### src/rtl/tqvp_nkanderson_wdt_pkg.sv
// Shared types and default constants for the TinyQV watchdog controller.
package tqvp_nkanderson_wdt_pkg;

  // Watchdog sequencing states; the encoding is visible on the state output.
  typedef enum logic [1:0] {
    ST_IDLE = 2'd0,
    ST_RUN  = 2'd1,
    ST_WARN = 2'd2,
    ST_BITE = 2'd3
  } wdt_state_t;

  // The only feed key that reloads the counter.
  localparam logic [31:0] DEFAULT_FEED_KEY = 32'h5A5A_A5A5;

  // Number of cycles the timeout reset pulse stays asserted.
  localparam int DEFAULT_BITE_LEN = 16;

endpackage

### src/rtl/tqvp_nkanderson_wdt_counter.sv
// Generic down-counter with load, decrement and zero flag.
// Used both for the watchdog countdown and for timing the bite pulse.
module tqvp_nkanderson_wdt_counter #(
  parameter int W = 32
) (
  input  logic         clk,
  input  logic         rst,
  input  logic         load,
  input  logic [W-1:0] load_val,
  input  logic         dec,
  output logic [W-1:0] count,
  output logic         zero
);

  import tqvp_nkanderson_wdt_pkg::*;

  assign zero = (count == '0);

  // Load wins over decrement; decrement saturates at zero.
  always_ff @(posedge clk) begin
    if (rst) begin
      count <= '0;
    end else if (load) begin
      count <= load_val;
    end else if (dec && !zero) begin
      count <= count - W'(1);
    end
  end

endmodule

### src/rtl/tqvp_nkanderson_wdt_ctrl.sv
// Watchdog sequencing controller: IDLE/RUN/WARN/BITE state machine,
// countdown, sticky lock / warning / bad-key flags and the bite pulse.
import tqvp_nkanderson_wdt_pkg::*;

module tqvp_nkanderson_wdt_ctrl #(
  parameter int               CNT_W    = 32,
  parameter logic [CNT_W-1:0] FEED_KEY = CNT_W'(DEFAULT_FEED_KEY),
  parameter int               BITE_LEN = DEFAULT_BITE_LEN
) (
  input  logic             clk,
  input  logic             rst,
  input  logic             start,
  input  logic             stop,
  input  logic             lock_set,
  input  logic             feed_valid,
  input  logic [CNT_W-1:0] feed_key,
  input  logic             int_clr,
  input  logic [CNT_W-1:0] cfg_timeout,
  input  logic [CNT_W-1:0] cfg_warn,
  output logic [CNT_W-1:0] count,
  output logic [1:0]       state,
  output logic             locked,
  output logic             warn_irq,
  output logic             bad_key,
  output logic             wdt_bite
);

  wdt_state_t       cur_st, nxt_st;
  logic             locked_d, warn_d, bad_d, bite_d;
  logic             warn_set, bad_set, clr_ok;
  logic             cnt_load, cnt_dec, cnt_zero;
  logic [CNT_W-1:0] cnt_load_val, cnt_q, cnt_dec_val;
  logic             tmr_load, tmr_dec, tmr_zero;
  logic [CNT_W-1:0] tmr_count_unused;
  logic             enter_bite;
  logic [CNT_W-1:0] timeout_eff;
  logic             lock_eff, stop_eff, feed_ok, feed_bad;

  // A zero timeout would expire immediately, so it behaves as one cycle.
  assign timeout_eff = (cfg_timeout == '0) ? CNT_W'(1) : cfg_timeout;
  assign cnt_dec_val = cnt_q - CNT_W'(1);

  // A lock requested in the same cycle already blocks a stop or wrong-key feed.
  assign lock_eff = locked | lock_set;
  assign stop_eff = stop & ~lock_eff;
  assign feed_ok  = feed_valid & (feed_key == FEED_KEY);
  assign feed_bad = feed_valid & ~feed_ok;

  tqvp_nkanderson_wdt_counter #(.W(CNT_W)) u_count (
    .clk      (clk),
    .rst      (rst),
    .load     (cnt_load),
    .load_val (cnt_load_val),
    .dec      (cnt_dec),
    .count    (cnt_q),
    .zero     (cnt_zero)
  );

  tqvp_nkanderson_wdt_counter #(.W(CNT_W)) u_bite_tmr (
    .clk      (clk),
    .rst      (rst),
    .load     (tmr_load),
    .load_val (CNT_W'(BITE_LEN - 1)),
    .dec      (tmr_dec),
    .count    (tmr_count_unused),
    .zero     (tmr_zero)
  );

  // Next-state, counter control and flag set/clear decisions.
  always_comb begin
    nxt_st       = cur_st;
    locked_d     = locked;
    warn_set     = 1'b0;
    bad_set      = 1'b0;
    clr_ok       = int_clr;
    cnt_load     = 1'b0;
    cnt_load_val = '0;
    cnt_dec      = 1'b0;
    tmr_load     = 1'b0;
    tmr_dec      = 1'b0;
    enter_bite   = 1'b0;

    case (cur_st)
      ST_IDLE: begin
        locked_d = lock_eff;
        if (start && !stop_eff) begin
          nxt_st       = ST_RUN;
          cnt_load     = 1'b1;
          cnt_load_val = timeout_eff;
        end
      end

      ST_RUN, ST_WARN: begin
        locked_d = lock_eff;
        if (stop_eff) begin
          nxt_st       = ST_IDLE;
          cnt_load     = 1'b1;
          cnt_load_val = '0;
        end else if (feed_ok) begin
          nxt_st       = ST_RUN;
          cnt_load     = 1'b1;
          cnt_load_val = timeout_eff;
        end else if (feed_bad && lock_eff) begin
          enter_bite = 1'b1;
        end else begin
          bad_set = feed_bad;
          if (cnt_zero || cnt_dec_val == '0) begin
            enter_bite = 1'b1;
          end else begin
            cnt_dec = 1'b1;
            if (cur_st == ST_RUN && cfg_warn != '0 && cnt_dec_val <= cfg_warn) begin
              nxt_st   = ST_WARN;
              warn_set = 1'b1;
            end
          end
        end
      end

      default: begin
        clr_ok = 1'b0;
        if (tmr_zero) begin
          cnt_load = 1'b1;
          if (locked) begin
            nxt_st       = ST_RUN;
            cnt_load_val = timeout_eff;
          end else begin
            nxt_st       = ST_IDLE;
            cnt_load_val = '0;
          end
        end else begin
          tmr_dec = 1'b1;
        end
      end
    endcase

    if (enter_bite) begin
      nxt_st       = ST_BITE;
      cnt_load     = 1'b1;
      cnt_load_val = '0;
      tmr_load     = 1'b1;
    end
  end

  // A set in the same cycle as int_clr wins, so no event is lost.
  assign warn_d = warn_set | (warn_irq & ~clr_ok);
  assign bad_d  = bad_set  | (bad_key  & ~clr_ok);
  assign bite_d = (nxt_st == ST_BITE);

  // State and sticky flag registers; reset also drops an active bite.
  always_ff @(posedge clk) begin
    if (rst) begin
      cur_st   <= ST_IDLE;
      locked   <= 1'b0;
      warn_irq <= 1'b0;
      bad_key  <= 1'b0;
      wdt_bite <= 1'b0;
    end else begin
      cur_st   <= nxt_st;
      locked   <= locked_d;
      warn_irq <= warn_d;
      bad_key  <= bad_d;
      wdt_bite <= bite_d;
    end
  end

  assign count = cnt_q;
  assign state = cur_st;

endmodule

### config.mk
export PLATFORM = sky130hd
export DESIGN_NAME = tqvp_nkanderson_wdt_ctrl
export DESIGN_NICKNAME = d
export VERILOG_FILES = /design/src/rtl/tqvp_nkanderson_wdt_pkg.sv /design/src/rtl/tqvp_nkanderson_wdt_counter.sv /design/src/rtl/tqvp_nkanderson_wdt_ctrl.sv
export SDC_FILE = /design/constraint.sdc
export NUM_CORES = 1
export LEC_CHECK = 0
export ABC_AREA = 1
export CORE_UTILIZATION = 50
export DETAILED_ROUTE_END_ITERATION = 10
export GPL_ROUTABILITY_DRIVEN = 1
export GPL_TIMING_DRIVEN = 0
export PLACE_DENSITY = 0.86
export REMOVE_ABC_BUFFERS = 1
export SYNTH_ARGS = -nofsm -noshare
export SYNTH_HDL_FRONTEND = slang
export SYNTH_HIERARCHICAL = 1
export SYNTH_SLANG_ARGS = --single-unit
### constraint.sdc
create_clock -name clk -period 3.6 [get_ports clk]
set_input_delay 0.36 -clock clk [delete_from_list [all_inputs] [get_ports clk]]
set_output_delay 0.36 -clock clk [all_outputs]
set_load 0.02 [all_outputs]
==> Yosys cells after proc, flatten, opt, wreduce, memory -nomap -nowiden <==
Cells that the tools add are included.
Widths: inputs -> output; s select.
{ "word_totals": {"reg_bits": 70, "in_bits": 103, "wordCells": 99} }
{ "op_classes": {"add_sub_neg": 2, "n_lt_le_gt_ge": 1, "eq_ne": 4, "muxes": 52, "bitwise": 11, "n_reduce_logical": 21} }
{ "op_table": {"columns": ["op", "count"], "rows": [
  ["$mux 32", 9],
  ["$logic_not 32->1", 4],
  ["$pmux 32 s2", 1],
  ["$sub 32x1->32 const B", 2],
  ["$eq 32x31->1 const B", 1],
  ["$le 32x32->1", 1],
  ["$reduce_bool 32->1", 1],
  ["$mux 1", 30],
  ["$mux 2", 8],
  ["$mux 4", 2],
  ["$logic_and 1x1->1", 6],
  ["$and 1x1->1", 5],
  ["$eq 2x2->1 const B", 2],
  ["$pmux 2 s2", 1],
  ["$reduce_bool 2->1", 2],
  ["$reduce_or 2->1", 2],
  ["$logic_not 1->1", 3],
  ["$not 1->1", 3],
  ["$or 1x1->1", 3],
  ["$reduce_or 3->1", 1],
  ["$eq 2x1->1 const B", 1],
  ["$logic_not 2->1", 1],
  ["$pmux 1 s2", 1],
  ["$logic_or 1x1->1", 1]
]} }

==> Depth between registers and ports, before layout <==
{ "logic_depth": {"word_depth": 12, "ltp_mapped": 25} }

==> Cells and area by module <==
The synthesis kept the hierarchy.
{ "modules_own_cells": {"columns": ["mod", "n_inst", "cells_each", "area_each_um2", "seq_area_each_um2"], "rows": [
  ["tqvp_nkanderson_wdt_counter", 2, 403, 2434.8, 640.6],
  ["tqvp_nkanderson_wdt_ctrl", 1, 562, 3213.1, 120.1]
]} }

==> Worst setup path after synthesis <==
No wires, ideal clock.
{ "synth_path": {"kind": "register to register", "startpoint": "reg u_count.count[0]", "endpoint": "reg u_bite_tmr.count[22]", "setup_time_ns": 0.128, "arrival_ns": 2.933, "required_time_ns": 3.472, "path_slack_ns": 0.540, "path_stages_with_launch": 23, "period_less_slack_ns": 3.060, "path_cell_list": "dfxtp_1 -> inv_1 -> ha_1 -> xor2_1 -> nor2_1 -> nand2_1 -> nor2_1 -> nand2_1 -> nor2_1 -> nand2_1 -> nor2_1 -> nand3_2 -> nand2_2 -> nand2_4 -> clkinv_4 -> buf_6 -> clkbuf_1 -> inv_1 -> clkbuf_1 -> nand3_1 -> nand2_1 -> nor2_1 -> nor2_1"} }
{ "synth_between": {"elab_chain_len": 10, "word_cells_on_any_way": 11, "cone_classes": "add/sub (1); mux (6); reduce/logical (4)"} }
{ "synth_lines": {"columns": ["element", "line_no", "text"], "rows": [
  ["from (decl)", "tqvp_nkanderson_wdt_counter.sv:11", "output logic [W-1:0] count,"],
  ["from (signal assigned)", "tqvp_nkanderson_wdt_counter.sv:24", "count <= load_val;"],
  ["from (signal assigned)", "tqvp_nkanderson_wdt_counter.sv:26", "count <= count - W'(1);"],
  ["$sub 32x1->32", "tqvp_nkanderson_wdt_ctrl.sv:41", "assign cnt_dec_val = cnt_q - CNT_W'(1);"],
  ["$logic_not 32->1", "tqvp_nkanderson_wdt_ctrl.sv:107", "if (cnt_zero || cnt_dec_val == '0) begin"],
  ["$logic_or 1x1->1 (*)", "tqvp_nkanderson_wdt_ctrl.sv:107", null],
  ["$mux 1 (*)", "tqvp_nkanderson_wdt_ctrl.sv:107", null],
  ["$mux 1 (*)", "tqvp_nkanderson_wdt_ctrl.sv:103", "end else if (feed_bad && lock_eff) begin"],
  ["$mux 1 (*)", "tqvp_nkanderson_wdt_ctrl.sv:99", "end else if (feed_ok) begin"],
  ["$mux 1 (*)", "tqvp_nkanderson_wdt_ctrl.sv:95", "if (stop_eff) begin"],
  ["$mux 1 (*)", "tqvp_nkanderson_wdt_ctrl.sv:83", "case (cur_st)"],
  ["named net enter_bite", "tqvp_nkanderson_wdt_ctrl.sv:35", "logic enter_bite;"],
  ["$mux 1 (*)", "tqvp_nkanderson_wdt_ctrl.sv:136", "if (enter_bite) begin"],
  ["$reduce_or 2->1 (no line) (*)", null, null],
  ["to (signal assigned)", "tqvp_nkanderson_wdt_counter.sv:24", null],
  ["to (signal assigned)", "tqvp_nkanderson_wdt_counter.sv:26", null],
  ["to (decl)", "tqvp_nkanderson_wdt_counter.sv:11", null]
]} }
Mark *: on every way through the listed nets, which the timed path passes. The rest lies on a longest branch.
A chain may end at the register's enable or synchronous reset.

==> Final worst setup path <==
{ "layout_path": {"startpoint": "reg u_count.count[1]", "endpoint": "reg u_bite_tmr.count[7]"} }
{ "layout_between": {"elab_chain_len": 10, "word_cells_on_any_way": 11, "cone_classes": "add/sub (1); mux (6); reduce/logical (4)"} }
{ "layout_lines": {"columns": ["element", "line_no"], "rows": [
  ["$sub 32x1->32", "tqvp_nkanderson_wdt_ctrl.sv:41"],
  ["$logic_not 32->1", "tqvp_nkanderson_wdt_ctrl.sv:107"],
  ["$logic_or 1x1->1 (*)", "tqvp_nkanderson_wdt_ctrl.sv:107"],
  ["$mux 1 (*)", "tqvp_nkanderson_wdt_ctrl.sv:107"],
  ["$mux 1 (*)", "tqvp_nkanderson_wdt_ctrl.sv:103"],
  ["$mux 1 (*)", "tqvp_nkanderson_wdt_ctrl.sv:99"],
  ["$mux 1 (*)", "tqvp_nkanderson_wdt_ctrl.sv:95"],
  ["$mux 1 (*)", "tqvp_nkanderson_wdt_ctrl.sv:83"],
  ["$mux 1 (*)", "tqvp_nkanderson_wdt_ctrl.sv:136"],
  ["$reduce_or 2->1 (no line) (*)", null]
]} }
Mark *: on every way between the ends. The rest lies on a longest branch, timed or not.

==> tab_implementation.tex <==
\begin{tabular}{lr}
\hline
Metric & Value \\
\hline
\multicolumn{2}{l}{\textbf{Synthesis}} \\
Mapped Area & around 0.0081 mm² \\
Dominant cell by count in the synthesized netlist & nor2\_1 \\
Most area-consuming cells after synthesis & dfxtp\_1 17\%, nor2\_1 16\%, nand2\_1 16\% \\
Main synth FF type & dfxtp\_1 \\
Post-synth EDFFs & 0 \\
Flip-flop and latch count after synthesis & 70 \\
Most frequent cells after synthesis & 349 x nor2\_1, 336 x nand2\_1, 149 x inv\_1, 80 x nand3\_1, 70 x dfxtp\_1 \\
Adder-cell share of the synthesized area & 0.0604 \\
Share of Yosys cell area claimed by the top area cell type & 0.173 \\
Synth unique cells & 38 \\
Post-Syn Instances & about 1.4k \\
Synthesized area per cell & between 5 and 6 µm² \\
Main combinational cell family by area after synthesis & simple AND/OR/NAND/NOR gates \\
Fraction of synthesis flops using an asynchronous set or reset pin & 0 \\
Multiplexer share of the synthesized area & 0 \\
Area share of xor/xnor cells in the synthesized design & 0.0455 \\
Area fraction in and, or, nand and nor cells after synthesis & 0.545 \\
Complex-gate fraction of the synthesized area & 0.0738 \\
Most area-hungry cell type in the Yosys netlist & dfxtp\_1 \\
Ys Warns & 6 \\
Post-synthesis sequential area ratio & 0.173 \\
\multicolumn{2}{l}{\textbf{Critical path}} \\
Crit-path max FO & 53 \\
Source of the critical timing path & u\_count/count[1]\$\_SDFFE\_PP0P\_ \\
Worst Setup Path Type & reg -> reg \\
Max incr delay on CP & around 0.37 ns \\
Startpoint class of the critical path & flop \\
Beginning of the worst register-to-register path & u\_count/count[1]\$\_SDFFE\_PP0P\_ \\
Required time reported for the critical path endpoint & about 3.8 ns \\
Most frequent cell on the critical path & nor2\_1 \\
CP max stage cell & dfxtp\_1 \\
Cells traversed along the worst timing path & inv\_1 > ha\_2 > nand3\_1 > nor2\_1 > nand2\_1 > nand2\_1 > nand2\_1 > nor2\_1 > nand2\_1 > nor2\_1 > nand3\_2 > nand2\_2 > nand2\_4 > clkinv\_8 > clkinvlp\_4 > buf\_4 > nand2\_4 > clkinv\_4 > nor2\_1 > nor2\_1 \\
Arrival time of data at the critical path endpoint & $\sim$3.6 ns \\
CP Capture Type & flop \\
\multicolumn{2}{l}{\textbf{Route}} \\
Number of nets still failing antenna checks after routing & 0 \\
Count of unresolved DRC violations after routing & 0 \\
Total via count after detailed routing & roughly 9.3k \\
Initial detailed-routing violation count & approximately 670 \\
Final routed wirelength across all metal layers & 25.0 mm \\
Length of the first detailed-routing pass in iterations & 7 \\
Via/cell ratio & around 5.3 \\
Average wire length per cell after detail routing & between 10 and 15 µm \\
\multicolumn{2}{l}{\textbf{Cells and area}} \\
Area used by sequential logic in the layout & around 0.0014 mm² \\
Relative area change from synthesis to final layout & 26.8\% \\
Filler cells & between 1k and 1.5k \\
Share of cells above drive strength 1 & 0.110 \\
Antenna Diode Count & 0 \\
Final nets & 1,671 \\
Multi-input combinational cell area & a little over 0.006 mm² \\
Non-filler cells in the finished layout & between 1.5k and 2k \\
\multicolumn{2}{l}{\textbf{Global route}} \\
Number of antenna violations at the first check in global routing & 0 \\
Pin count of the biggest net entering global routing & 54 \\
Grt total ovfl & 0 \\
Via count of the first global-routing pass & around 8.5k \\
Total global-route track usage & 0.291 \\
First-pass GRT wire length & 38.8 mm \\
\multicolumn{2}{l}{\textbf{Floorplan}} \\
CORE AREA & roughly 0.016 mm² \\
Number of ports placed on the die boundary & about 140 \\
Die H & approximately 130 µm \\
Chip width & roughly 130 µm \\
Area of the die & 0.0167 mm² \\
Number of standard-cell rows in the floorplan & 46 \\
Starting density of the core & 0.511 \\
\multicolumn{2}{l}{\textbf{Flow run}} \\
Max-cap check violation count & 0 \\
\multicolumn{2}{l}{\textbf{Outcome}} \\
Status & complete, no violations \\
\multicolumn{2}{l}{\textbf{Clocking}} \\
Clock latency on the worst-skew pair & 0.34 ns \\
Hold-fix buffers at CTS & 0 \\
Worst-path clk slew & 0.06 ns \\
Clk sinks & 70 \\
Maximum clock path buffer count & 2 \\
Number of buffers created by CTS & 9 \\
Clock root buffer master & clkbuf\_16 \\
CTS tree & done \\
\# H-tree levels & 3 \\
\multicolumn{2}{l}{\textbf{Power and ir drop}} \\
Power, Total & 9.27 mW \\
Worst vdd ir & about 0.0008 V \\
Static Leak & 4.84 nW \\
Pwr per Cell Area & approximately 900 mW/mm² \\
\multicolumn{2}{l}{\textbf{STA}} \\
Final period util & 0.941 \\
Number of endpoints failing setup at the final stage & 0 \\
Worst max-slew margin expressed relative to the limit & 0.419 \\
Final Max Tran Viols & 0 \\
Max Fclk & between 200 and 300 MHz \\
Final period demand of the worst path & 3.39 ns \\
Slew of the pin with the lowest slew margin & 0.871 ns \\
Count of endpoints failing hold in the final timing report & 0 \\
Max Clock Skew & around 0.0046 ns \\
\multicolumn{2}{l}{\textbf{Placed design}} \\
Number of buffers inserted by port buffering & 140 \\
Detailed Place HPWL & around 18 mm \\
Instance count after placement with tap cells included & approximately 1.7k \\
Routability cong. & approximately 0.95 \\
\multicolumn{2}{l}{\textbf{Hold path}} \\
Hold\_sp & warn\_irq\$\_SDFF\_PP0\_ \\
Type of the most critical hold path & reg -> reg \\
\hline
\end{tabular}
==> worst max-delay path: cells and delay by family (launching register included) <==
family,cells,cell delay [ns]
simple gates,14,1.83
flops,1,0.37
fa+ha+maj,1,0.24
buf+inv,5,0.80
==> logic make-up (layout without fill, tap and decap cells) <==
logic type,after synthesis,after routing
other,2,32
flip-flops,70,70
adder cells (fa/ha/maj),39,39
XOR/XNOR,42,42
AO/OA/AOI/OAI,105,105
AND/OR/NAND/NOR,922,923
buffers and inverters,188,323
==> through the flow <==
step | utilization | setup WS (ns) | instance area (µm²) | TNS (ns) | hold slack, ns
2_1_floorplan | - | -0.854 | 7970 | -20.93 | 0.422
3_3_place_gp | 0.609 | -2.26 | 9640 | -81.37 | 0.451
3_5_place_dp | 0.611 | -0.676 | 9670 | -36.22 | 0.468
4_1_cts | 0.638 | 0.0327 | 10100 | 0 | 0.476
5_1_grt | 0.648 | -0.0340 | 10200 | -0.0607 | 0.506
6_report | 0.648 | 0.213 | 10200 | 0 | 0.476
==> power by group <==
part | switching, mW | total, mW | leakage [nW] | internal (mW)
logic | 4.38 | 6.79 | 4.10 | 2.41
registers | 0.458 | 1.46 | 0.574 | 1.01
clock network | 0.374 | 1.02 | 0.162 | 0.645
total | 5.21 | 9.27 | 4.84 | 4.06
==> placed cells by master, fill, tap and decap left out, drive strengths merged, types with 30 or more instances in the layout <==
master / netlist / final
nor2: 374 / 375
nand3: 81 / 81
conb: 2 / 32
nor4b: 31 / 31
a21oi: 31 / 31
dfxtp: 70 / 70
o21ai: 57 / 57
ha: 39 / 39
inv: 149 / 146
nor3: 30 / 30
clkdlybuf4s50: 0 / 139
nand2: 353 / 353
==> flip-flops by register name, summed over array words and instances, names as in the netlist <==
| register | flops |
|---|---|
| bad_key | 1 |
| u_count/count | 32 |
| warn_irq | 1 |
| locked | 1 |
| u_bite_tmr/count | 32 |
| state | 2 |
| wdt_bite | 1 |
==> layout make-up <==
class	count	area share
Timing Repair Buffer	153	0.149
Clock inverter	5	0.00793
Timing Repair inverter	2	0.00146
Clock buffer	11	0.0247
Multi-Input combinational cell	1141	0.594
Sequential cell	70	0.138
Tap cell	216	0.0264
Inverter	152	0.0586
==> layer usage <==
layer  up-vias  track usage  routed length [µm]
met5         -            0                   0
met4         0        0.143                 977
met1      4162        0.332                9990
met2       421        0.530               12300
li1       4662            -                   -
met3        91       0.0421                1730
==> worst paths after layout <==
path	endpoint	slack, ns	cells after the start
max	u_bite_tmr/count[7]$_SDFFE_PP0P_	0.21	20
min reg2reg	warn_irq$_SDFF_PP0_	0.48	2
max reg2reg	u_bite_tmr/count[7]$_SDFFE_PP0P_	0.21	20
min	warn_irq$_SDFF_PP0_	0.48	2
==> timing repair <==
item | in CTS | in global routing
gates cloned | 2 | 1
pin swaps | 0 | 6
resized for setup | 7 | 31
setup endpoints to repair | 64 | 68
buffers inserted | 8 | 3
(Power assumes the default switching activity.)
